**src/rtl/pps_pkg.sv**
```systemverilog
// Shared types and widths for the PPS conditioner: FSM state codes, counter width
// and a saturating increment used by the edge-to-edge period counter.
package pps_pkg;

    localparam int STATE_W = 4;
    localparam int CNT_W   = 32;

    typedef enum logic [STATE_W-1:0] {
        IDLE     = 4'd0,
        ACQUIRE  = 4'd1,
        LOCKED   = 4'd2,
        HOLDOVER = 4'd3
    } pps_state_t;

    function automatic logic [CNT_W-1:0] sat_inc(input logic [CNT_W-1:0] value);
        return (&value) ? value : value + CNT_W'(1);
    endfunction

endpackage

```
**src/rtl/pps_if.sv**
```systemverilog
// Bundle between the PPS pin, the conditioner and its consumers (burst generator SYNC
// input plus status/debug); master is the conditioner side.
interface pps_if;
    import pps_pkg::*;

    logic               i_pps_raw;
    logic               o_sync;
    logic               o_locked;
    logic               o_holdover;
    logic [CNT_W-1:0]   o_period;
    logic [7:0]         o_miss_cnt;
    logic [STATE_W-1:0] o_cstate;

    modport master (
        input  i_pps_raw,
        output o_sync, o_locked, o_holdover, o_period, o_miss_cnt, o_cstate
    );

    modport slave (
        output i_pps_raw,
        input  o_sync, o_locked, o_holdover, o_period, o_miss_cnt, o_cstate
    );

endinterface

```
**src/rtl/pps_glitch_filter.sv**
```systemverilog
// Two-flop synchroniser, persistence filter on the level and a one-cycle strobe on
// each filtered rising edge.
module pps_glitch_filter #(
    parameter int FILT_LEN = 16
) (
    input  logic i_clk,
    input  logic i_rst_n,
    input  logic pps_raw,
    output logic rise
);

    localparam int FCW = $clog2(FILT_LEN + 1);

    logic [1:0]     sync_reg;
    logic [FCW-1:0] cnt_reg;
    logic           level_reg;
    logic           rise_reg;

    always_ff @(posedge i_clk or negedge i_rst_n) begin
        if (!i_rst_n) begin
            sync_reg  <= '0;
            cnt_reg   <= '0;
            level_reg <= 1'b0;
            rise_reg  <= 1'b0;
        end else begin
            sync_reg <= {sync_reg[0], pps_raw};
            rise_reg <= 1'b0;
            if (sync_reg[1] == level_reg) begin
                cnt_reg <= '0;
            end else if (cnt_reg == FCW'(FILT_LEN - 1)) begin
                // The level only moves after FILT_LEN consecutive disagreeing samples.
                level_reg <= ~level_reg;
                cnt_reg   <= '0;
                rise_reg  <= ~level_reg;
            end else begin
                cnt_reg <= cnt_reg + FCW'(1);
            end
        end
    end

    assign rise = rise_reg;

endmodule

```
**src/rtl/pps_conditioner.sv**
```systemverilog
// Turns the raw PPS pin into a validated one-cycle SYNC strobe, tracks lock and
// bridges short outages with a bounded number of synthetic strobes.
module pps_conditioner
    import pps_pkg::*;
#(
    parameter int NOMINAL_PERIOD = 100_000_000,
    parameter int PERIOD_TOL     = 1000,
    parameter int FILT_LEN       = 16,
    parameter int LOCK_CNT       = 3,
    parameter int HOLD_MAX       = 10
) (
    input  logic  i_clk,
    input  logic  i_rst_n,
    pps_if.master bus
);

    localparam logic [CNT_W-1:0] PMIN      = CNT_W'(NOMINAL_PERIOD - PERIOD_TOL);
    localparam logic [CNT_W-1:0] PMAX      = CNT_W'(NOMINAL_PERIOD + PERIOD_TOL);
    localparam logic [CNT_W-1:0] TMO       = CNT_W'(NOMINAL_PERIOD + PERIOD_TOL + 1);
    localparam logic [CNT_W-1:0] HOLD_LAST = CNT_W'(NOMINAL_PERIOD - 1);
    localparam int               GOOD_W    = (LOCK_CNT > 1) ? $clog2(LOCK_CNT) : 1;

    logic              pps_edge;
    logic [CNT_W-1:0]  since_reg;
    logic [CNT_W-1:0]  period_reg;
    logic [CNT_W-1:0]  hold_reg, hold_next;
    pps_state_t        state_reg, state_next;
    logic [GOOD_W-1:0] good_reg, good_next;
    logic [7:0]        miss_reg, miss_next;
    logic              sync_reg, sync_next;
    logic              valid;
    logic              timeout;
    logic              hold_wrap;

    pps_glitch_filter #(.FILT_LEN(FILT_LEN)) u_filter (
        .i_clk   (i_clk),
        .i_rst_n (i_rst_n),
        .pps_raw (bus.i_pps_raw),
        .rise    (pps_edge)
    );

    assign valid     = (since_reg >= PMIN) && (since_reg <= PMAX);
    assign timeout   = (since_reg == TMO);
    assign hold_wrap = (hold_reg == HOLD_LAST);

    // since_reg restarts at 1 so that it reads the true spacing at the next edge.
    always_ff @(posedge i_clk or negedge i_rst_n) begin
        if (!i_rst_n) begin
            since_reg  <= '0;
            period_reg <= '0;
        end else if (pps_edge) begin
            period_reg <= since_reg;
            since_reg  <= CNT_W'(1);
        end else begin
            since_reg  <= sat_inc(since_reg);
        end
    end

    always_ff @(posedge i_clk or negedge i_rst_n) begin
        if (!i_rst_n) begin
            state_reg <= IDLE;
            good_reg  <= '0;
            miss_reg  <= '0;
            hold_reg  <= '0;
            sync_reg  <= 1'b0;
        end else begin
            state_reg <= state_next;
            good_reg  <= good_next;
            miss_reg  <= miss_next;
            hold_reg  <= hold_next;
            sync_reg  <= sync_next;
        end
    end

    // A real edge is tested first in every state so it always beats timeout/wrap.
    always_comb begin
        state_next = state_reg;
        good_next  = good_reg;
        miss_next  = miss_reg;
        sync_next  = 1'b0;
        hold_next  = '0;
        if (state_reg == HOLDOVER) begin
            hold_next = hold_wrap ? '0 : hold_reg + CNT_W'(1);
        end
        case (state_reg)
            IDLE: begin
                if (pps_edge) begin
                    state_next = ACQUIRE;
                    good_next  = '0;
                end
            end
            ACQUIRE: begin
                if (pps_edge) begin
                    if (!valid) begin
                        good_next = '0;
                    end else if (good_reg == GOOD_W'(LOCK_CNT - 1)) begin
                        state_next = LOCKED;
                        good_next  = '0;
                        sync_next  = 1'b1;
                    end else begin
                        good_next = good_reg + GOOD_W'(1);
                    end
                end else if (timeout) begin
                    state_next = IDLE;
                end
            end
            LOCKED: begin
                if (pps_edge) begin
                    if (valid) begin
                        sync_next = 1'b1;
                    end else begin
                        state_next = ACQUIRE;
                        good_next  = '0;
                    end
                end else if (timeout) begin
                    state_next = HOLDOVER;
                    sync_next  = 1'b1;
                    miss_next  = 8'd1;
                end
            end
            HOLDOVER: begin
                if (pps_edge) begin
                    state_next = ACQUIRE;
                    good_next  = '0;
                    miss_next  = '0;
                end else if (hold_wrap) begin
                    if (miss_reg == 8'(HOLD_MAX)) begin
                        state_next = IDLE;
                        miss_next  = '0;
                    end else begin
                        sync_next = 1'b1;
                        miss_next = miss_reg + 8'd1;
                    end
                end
            end
            default: begin
                state_next = IDLE;
                good_next  = '0;
                miss_next  = '0;
            end
        endcase
        sync_next = sync_next & ~sync_reg;
    end

    assign bus.o_sync     = sync_reg;
    assign bus.o_locked   = (state_reg == LOCKED);
    assign bus.o_holdover = (state_reg == HOLDOVER);
    assign bus.o_period   = period_reg;
    assign bus.o_miss_cnt = miss_reg;
    assign bus.o_cstate   = state_reg;

endmodule
```
**src/flat_wrapper.sv**
```systemverilog
// flat-port wrapper written by rule: the top's interface ports become plain ports
module pps_conditioner_flat import pps_pkg::*;
#(
    parameter int NOMINAL_PERIOD = 100_000_000,
    parameter int PERIOD_TOL     = 1000,
    parameter int FILT_LEN       = 16,
    parameter int LOCK_CNT       = 3,
    parameter int HOLD_MAX       = 10
)
  (i_clk, i_rst_n, bus_i_pps_raw, bus_o_sync, bus_o_locked, bus_o_holdover, bus_o_period, bus_o_miss_cnt, bus_o_cstate);
  pps_if bus_i ();
  input  logic i_clk;
  input  logic i_rst_n;
  input wire logic [$bits(bus_i.i_pps_raw)-1:0] bus_i_pps_raw;
  output wire logic [$bits(bus_i.o_sync)-1:0] bus_o_sync;
  output wire logic [$bits(bus_i.o_locked)-1:0] bus_o_locked;
  output wire logic [$bits(bus_i.o_holdover)-1:0] bus_o_holdover;
  output wire logic [$bits(bus_i.o_period)-1:0] bus_o_period;
  output wire logic [$bits(bus_i.o_miss_cnt)-1:0] bus_o_miss_cnt;
  output wire logic [$bits(bus_i.o_cstate)-1:0] bus_o_cstate;
  assign bus_i.i_pps_raw = bus_i_pps_raw;
  assign bus_o_sync = bus_i.o_sync;
  assign bus_o_locked = bus_i.o_locked;
  assign bus_o_holdover = bus_i.o_holdover;
  assign bus_o_period = bus_i.o_period;
  assign bus_o_miss_cnt = bus_i.o_miss_cnt;
  assign bus_o_cstate = bus_i.o_cstate;
  pps_conditioner #(.NOMINAL_PERIOD(NOMINAL_PERIOD), .PERIOD_TOL(PERIOD_TOL), .FILT_LEN(FILT_LEN), .LOCK_CNT(LOCK_CNT), .HOLD_MAX(HOLD_MAX)) u_core (.i_clk(i_clk), .i_rst_n(i_rst_n), .bus(bus_i));
endmodule
```
**config.mk**
```make
export PLATFORM = sky130hd
export DESIGN_NAME = pps_conditioner_flat
export DESIGN_NICKNAME = d
export VERILOG_FILES = /design/src/rtl/pps_pkg.sv /design/src/rtl/pps_if.sv /design/src/rtl/pps_glitch_filter.sv /design/src/rtl/pps_conditioner.sv /design/src/flat_wrapper.sv
export SDC_FILE = /design/constraint.sdc
export NUM_CORES = 1
export LEC_CHECK = 0
export ABC_AREA = 1
export ABC_CLOCK_PERIOD_IN_PS = 2600
export BUFFER_PORTS_ARGS = -buffer_cell sky130_fd_sc_hd__clkbuf_2
export CORE_UTILIZATION = 35
export CTS_BUF_LIST = sky130_fd_sc_hd__clkbuf_16
export DETAILED_ROUTE_END_ITERATION = 12
export PLACE_DENSITY_LB_ADDON = 0.05
export SYNTH_ARGS = -nofsm -noshare
export SYNTH_HDL_FRONTEND = slang
export SYNTH_SLANG_ARGS = --single-unit
```
**constraint.sdc**
```tcl
create_clock -name i_clk -period 2.6 [get_ports i_clk]
set_input_delay 0.65 -clock i_clk [delete_from_list [all_inputs] [get_ports i_clk]]
set_output_delay 0.65 -clock i_clk [all_outputs]
set_load 0.1 [all_outputs]
```
==> results of run 1 <==
[logic make-up after synthesis]
kind of cell | after synthesis | share of synthesized area
AO/OA/AOI/OAI | 101 | 0.0873
XOR/XNOR | 25 | 0.0338
adder cells (fa/ha/maj) | 11 | 0.0212
buffers and inverters | 120 | 0.0730
flip-flops | 118 | 0.456
other | 1 | 0.000579
AND/OR/NAND/NOR | 484 | 0.328
[through the flow]
stage               setup slack [ps]  area [µm²]  total power [mW]
global route                     132        7630              4.85
finish                           310        7630              4.67
CTS                              277        7630              4.73
floorplan                        150        6500              2.25
detailed placement               349        7040              2.34
global placement                 414        7040              2.33
[power by group through the flow]
stage	combinational (mW)	clock, mW	sequential, mW
2_1_floorplan	0.250	0	2.00
3_3_place_gp	0.381	0	1.95
3_5_place_dp	0.384	0	1.96
4_1_cts	0.386	2.42	1.92
5_1_grt	0.426	2.50	1.93
6_report	0.379	2.36	1.92
[per-layer routing]
metal  vias up  track usage
met5         -            0
met4         0       0.0682
met3        28       0.0398
met2       169        0.326
met1      2839        0.251
li1       2907            -
[area by class of cell]
cell class | instances | area, µm²
sequential | 118 | 2960
fill | 1888 | 10400
tap | 229 | 287
multi-input combinational | 623 | 3070
timing repair buffer | 59 | 353
inverter | 100 | 375
clock buffer | 17 | 425
clock inverter | 15 | 164
[final timing paths]
kind	start	end	slack, ps	cells after the start
setup / recovery	u_core.bus.o_cstate[0]	bus_o_locked	310	3
hold / removal	i_rst_n	u_core.bus.o_period[11]	160	1
setup reg to reg	u_core.hold_reg[0]	u_core.bus.o_miss_cnt[7]	340	11
hold reg to reg	u_core.u_filter.sync_reg[0]	u_core.u_filter.sync_reg[1]	370	0
max in group asynchronous	i_rst_n	u_core.hold_reg[0]	1810	2
min in group i_clk	bus_i_pps_raw	u_core.u_filter.sync_reg[0]	350	1
[cell usage in the layout, fill, tap and decap left out, types with 17 or more instances in the layout]
master,netlist,layout
sky130_fd_sc_hd__nand4_1,23,23
sky130_fd_sc_hd__a21oi_1,20,20
sky130_fd_sc_hd__inv_1,96,97
sky130_fd_sc_hd__dfrtp_1,118,116
sky130_fd_sc_hd__nand2_1,224,224
sky130_fd_sc_hd__clkbuf_16,0,17
sky130_fd_sc_hd__xor2_1,22,22
sky130_fd_sc_hd__o21ai_0,57,57
sky130_fd_sc_hd__nor3_1,46,46
sky130_fd_sc_hd__nor2_1,112,112
sky130_fd_sc_hd__clkbuf_2,0,46
sky130_fd_sc_hd__nand3_1,40,40
[critical path: cells and delay by family (launching register included)]
family	cells	cell delay (ps)
flip-flops	1	450
buffers and inverters	2	560
adder cells (fa/ha/maj)	1	220
==> impl_metrics.ini, run 1 <==
[die]
placeableCoreArea_um2 = 18000
die_y_um = 138
rows = 49
dieArea_um2 = 19100
floorplan.io_pins = 50
floorplan.initialDensity = 0.360
chipWidth_um = 138

[cts]
clkSlewWorstSetupHoldPaths_ps = 60
cts_tree = built
cts_hold_buf = 0
htreeDepth = 4
postCtsResizedCells = 0
cts_made_buffers = 17
cts_buffer_depth = 2
clock_net_sink_count = 118
insertion_delay_ps = 410
post_cts.repair.setup_buffers = 0
cts_root_buf = sky130_fd_sc_hd__clkbuf_16

[cells_and_area]
antenna-diode-count = 0
design.final.nets = 933
drive_gt1_frac = 0.133
area_growth_syn_to_layout_pct = 17.8
finish.cell_count_without_fillers = 1161
finalCoreUtilization = 0.423

[routing]
routed_wl_um = 17800
met3RoutedLength_um = 695
wl_met1_um = 8120
routed-via-count = 5943
dr.pass1.iters = 7
ant_nets = 0
dr.max_layer_used = met4
average_routed_wire_per_standard_cell_um = 15.4
vias_per_cell = 5.12
initialDrtViolationCount = 467
dr_wl_met2_um = 8680
detail_route.drc_violations = 0

[power]
total_leakage_power_nw = 3.45
clkPwrFrac = 0.507
power_per_cell_area_nw_per_um2 = 611
power.net_switching_mw = 1.21
seqPwrFrac = 0.412
cellInternalPower_mw = 3.45
vdd_drop_max_mv = 0.444
switching_share = 0.260
comb_power_share = 0.081

[synthesis]
postSynthCellCount = 860
ys.flop_type = sky130_fd_sc_hd__dfrtp_1
synth-warning-count = 0
synthesis.area_per_instance_um2 = 7.53
synth_enable_flop_cells = 0
ys_top_cells_by_count = 224 x sky130_fd_sc_hd__nand2_1, 118 x sky130_fd_sc_hd__dfrtp_1, 112 x sky130_fd_sc_hd__nor2_1
sequential_area_share_after_synthesis = 0.456
synthDominantCellAreaShare = 0.456
netlist_top_cells_area = sky130_fd_sc_hd__dfrtp_1 46%, sky130_fd_sc_hd__nand2_1 13%, sky130_fd_sc_hd__nor2_1 6.5%, sky130_fd_sc_hd__inv_1 5.6%, sky130_fd_sc_hd__o21ai_0 4.4%
ys_seq_elements = 118
synth-async-reset-ratio = 1.00
yosys.cell_types.count = 38
yosysMostFrequentCell = sky130_fd_sc_hd__nand2_1
synthesis.area_um2 = 6480
synthDominantAreaCellType = sky130_fd_sc_hd__dfrtp_1

[timing]
number_of_hold_violations_in_the_final_report = 0
report.final.setup_viol = 0
final-max-slew-violation-count = 0
worst_slew_pin_slew_ps = 782
timing.hold.ws_ps = 158
finalClockSkew_ps = 6.81
maxSlewHeadroom = 0.474
timing.setup.tns_ps = 0
finalCriticalPeriod_ps = 2290
unrepaired_setup_endpoints_after_global_routing = no
final.period_utilization = 0.881
fmax_mhz = 437

[critical_path]
slowest_stage = sky130_fd_sc_hd__clkbuf_2
crit_path_cell_trace = inv_1 > ha_2 > clkbuf_2
cp_data_arrival_time_ps = 1640
startpoint_type = flop
critical_path.max_stage_delay_ps = 460
worstSetupPathType = flop to output port
setup.worst_path.end_class = output port
required_ps = 1950
crit_fanout = 5

[place]
port_buffers = 47
dp_hpwl_um = 13300
globalplace.congestion = 0.947
dp.cells = 1129

[global_routing]
grt_pass1_vias = 5849
groute.usage.overall = 0.195
grt_max_degree = 41
grt_first_pass_wirelength_um = 29900
antenna_found_initial = 0
grt.overflow.total = 0

[status]
status = completed

[flow_run]
cap_violations = 0

[worst_hold_path]
hold_class = input port to asynchronous set/reset pin
Power figures use the tool's default switching activity.
==> inputs of run 2 (changes only) <==
--- a/config.mk
+++ b/config.mk
@@ -14,4 +14,5 @@
 export PLACE_DENSITY_LB_ADDON = 0.05
 export SYNTH_ARGS = -nofsm -noshare
 export SYNTH_HDL_FRONTEND = slang
+export SYNTH_HIERARCHICAL = 1
 export SYNTH_SLANG_ARGS = --single-unit
==> run 2 against run 1 <==
  * The run now ends with design-rule violations left
  * Synthesized cell count grew 2.2%
  * Maximum frequency shrank 0.89%
  * Critical path depth is the same
  * Combinational power grew 35%
  * Critical endpoint unchanged
==> impl_metrics.ini, run 2 <==
[cts]
clkSlewWorstSetupHoldPaths_ps = 60
insertion_delay_ps = 420
cts_buffer_depth = 2
cts_hold_buf = 0
cts_made_buffers = 17
post_cts.repair.setup_buffers = 0
cts_tree = built
postCtsResizedCells = 0
clock_net_sink_count = 118
htreeDepth = 4
cts_root_buf = sky130_fd_sc_hd__clkbuf_16

[critical_path]
critical_path.max_stage_delay_ps = 480
crit_path_cell_trace = inv_1 > ha_2 > clkbuf_2
required_ps = 1950
startpoint_type = flop
path_buf_inv = 2
reg2reg_setup_slack_ps = 500
worstSetupPathType = flop to output port
setup.worst_path.end_class = output port
cp_data_arrival_time_ps = 1660
top_cell_family_by_delay_on_the_critical_path = buffers and inverters
slowest_stage = sky130_fd_sc_hd__clkbuf_2
crit_fanout = 5

[cells_and_area]
drive_gt1_frac = 0.134
finish.instance_area_um2 = 7640
layout.cells.most_common = sky130_fd_sc_hd__nand2_1
finish.cell_count_without_fillers = 1181
design.final.nets = 953
area_growth_syn_to_layout_pct = 17.0
finalCoreUtilization = 0.421
antenna-diode-count = 0
layout_common_cells = 217 x sky130_fd_sc_hd__nand2_1, 138 x sky130_fd_sc_hd__nor2_1, 116 x sky130_fd_sc_hd__dfrtp_1, 98 x sky130_fd_sc_hd__inv_1, 55 x sky130_fd_sc_hd__nand3_1

[timing]
maxSlewHeadroom = 0.630
number_of_hold_violations_in_the_final_report = 0
final.period_utilization = 0.889
worst_slew_pin_slew_ps = 551
finalCriticalPeriod_ps = 2310
setup_ws_ps = 290
timing.hold.ws_ps = 149
timing.setup.tns_ps = 0
finalClockSkew_ps = 6.90
report.final.setup_viol = 0
fmax_mhz = 433
final-max-slew-violation-count = 0
unrepaired_setup_endpoints_after_global_routing = no

[power]
power_per_cell_area_nw_per_um2 = 616
comb_power_share = 0.109
total_power_mw = 4.70
switching_share = 0.280
cellInternalPower_mw = 3.39
seqPwrFrac = 0.411
total_leakage_power_nw = 3.56
clkPwrFrac = 0.481
power.net_switching_mw = 1.32
vdd_drop_max_mv = 0.401

[global_routing]
grt_pass1_vias = 5863
grt.overflow.total = 0
groute.usage.overall = 0.198
grt_first_pass_wirelength_um = 29900
antenna_found_initial = 0
grt_max_degree = 42

[status]
violated_checks = design-rule violations
status = finished with violations

[synthesis]
ys_seq_elements = 118
yosys.cell_types.count = 43
ys.flop_type = sky130_fd_sc_hd__dfrtp_1
synthesis.area_per_instance_um2 = 7.42
netlist_top_cells_area = sky130_fd_sc_hd__dfrtp_1 45%, sky130_fd_sc_hd__nand2_1 12%, sky130_fd_sc_hd__nor2_1 7.9%, sky130_fd_sc_hd__inv_1 5.7%, sky130_fd_sc_hd__nand3_1 4.2%
postSynthCellCount = 879
ys_top_cells_by_count = 217 x sky130_fd_sc_hd__nand2_1, 138 x sky130_fd_sc_hd__nor2_1, 118 x sky130_fd_sc_hd__dfrtp_1
yosysMostFrequentCell = sky130_fd_sc_hd__nand2_1
sequential_area_share_after_synthesis = 0.452
synth-warning-count = 6
synthDominantAreaCellType = sky130_fd_sc_hd__dfrtp_1
synthesis.area_um2 = 6530
synth-async-reset-ratio = 1.00
synthDominantCellAreaShare = 0.452
synth_enable_flop_cells = 0

[routing]
initialDrtViolationCount = 323
average_routed_wire_per_standard_cell_um = 15.2
routed-via-count = 5903
vias_per_cell = 5.00
detail_route.drc_violations = 2
dr.pass1.iters = 8
routed_wl_um = 18000
ant_nets = 0

[worst_hold_path]
hold_class = input port to asynchronous set/reset pin

[place]
dp_hpwl_um = 13400
placement.cell_area_um2 = 7070
port_buffers = 47
dp.cells = 1149
pre_cts_slack_ps = 531
globalplace.congestion = 0.921

[die]
dieArea_um2 = 19200
die_y_um = 139
floorplan.io_pins = 50
floorplan.initialDensity = 0.360
chipWidth_um = 139
rows = 49
placeableCoreArea_um2 = 18100

[flow_run]
cap_violations = 0
run 2: layout make-up:
| class | instances | area, µm² |
|---|---|---|
| clock buffer | 17 | 425 |
| multi-input combinational | 640 | 3110 |
| tap | 229 | 287 |
| inverter | 104 | 390 |
| clock inverter | 15 | 139 |
| sequential | 118 | 2960 |
| fill | 1873 | 10500 |
| timing repair buffer | 58 | 333 |
run 2: path summary, 6_finish.rpt:
| path | from | endpoint | cells past startpoint |
|---|---|---|---|
| max in group asynchronous | i_rst_n | u_core/since_reg[16] | 2 |
| worst min-delay path | i_rst_n | u_core/hold_reg[24] | 1 |
| worst max register to register | u_core/since_reg[1] | u_core/bus.o_miss_cnt[7] | 12 |
| worst min register to register | u_core/u_filter/sync_reg[0] | u_core/u_filter/sync_reg[1] | 0 |
| worst max-delay path | u_core/bus.o_cstate[0] | bus_o_locked | 3 |
| min in group i_clk | bus_i_pps_raw | u_core/u_filter/sync_reg[0] | 1 |
run 2: power by group through the flow:
stage | combinational, mW | sequential (mW) | clock, mW
after floorplan | 0.281 | 2.07 | 0
after global placement | 0.512 | 1.96 | 0
after detailed placement | 0.512 | 1.96 | 0
after CTS | 0.516 | 1.93 | 2.33
after global routing | 0.566 | 1.94 | 2.41
final | 0.511 | 1.93 | 2.26
run 2: logic make-up after synthesis:
logic type | after synthesis | synth area share
flip-flops | 118 | 0.452
adder cells (fa/ha/maj) | 11 | 0.0211
XOR/XNOR | 16 | 0.0215
other | 1 | 0.000575
AO/OA/AOI/OAI | 98 | 0.0828
AND/OR/NAND/NOR | 513 | 0.349
buffers and inverters | 122 | 0.0727
run 2: routing by layer:
layer,up-vias,wire [µm],global-route usage
li1,2962,-,-
met1,2815,8490,0.256
met2,94,8510,0.323
met3,32,629,0.0480
met4,0,336,0.0686
met5,-,0,0
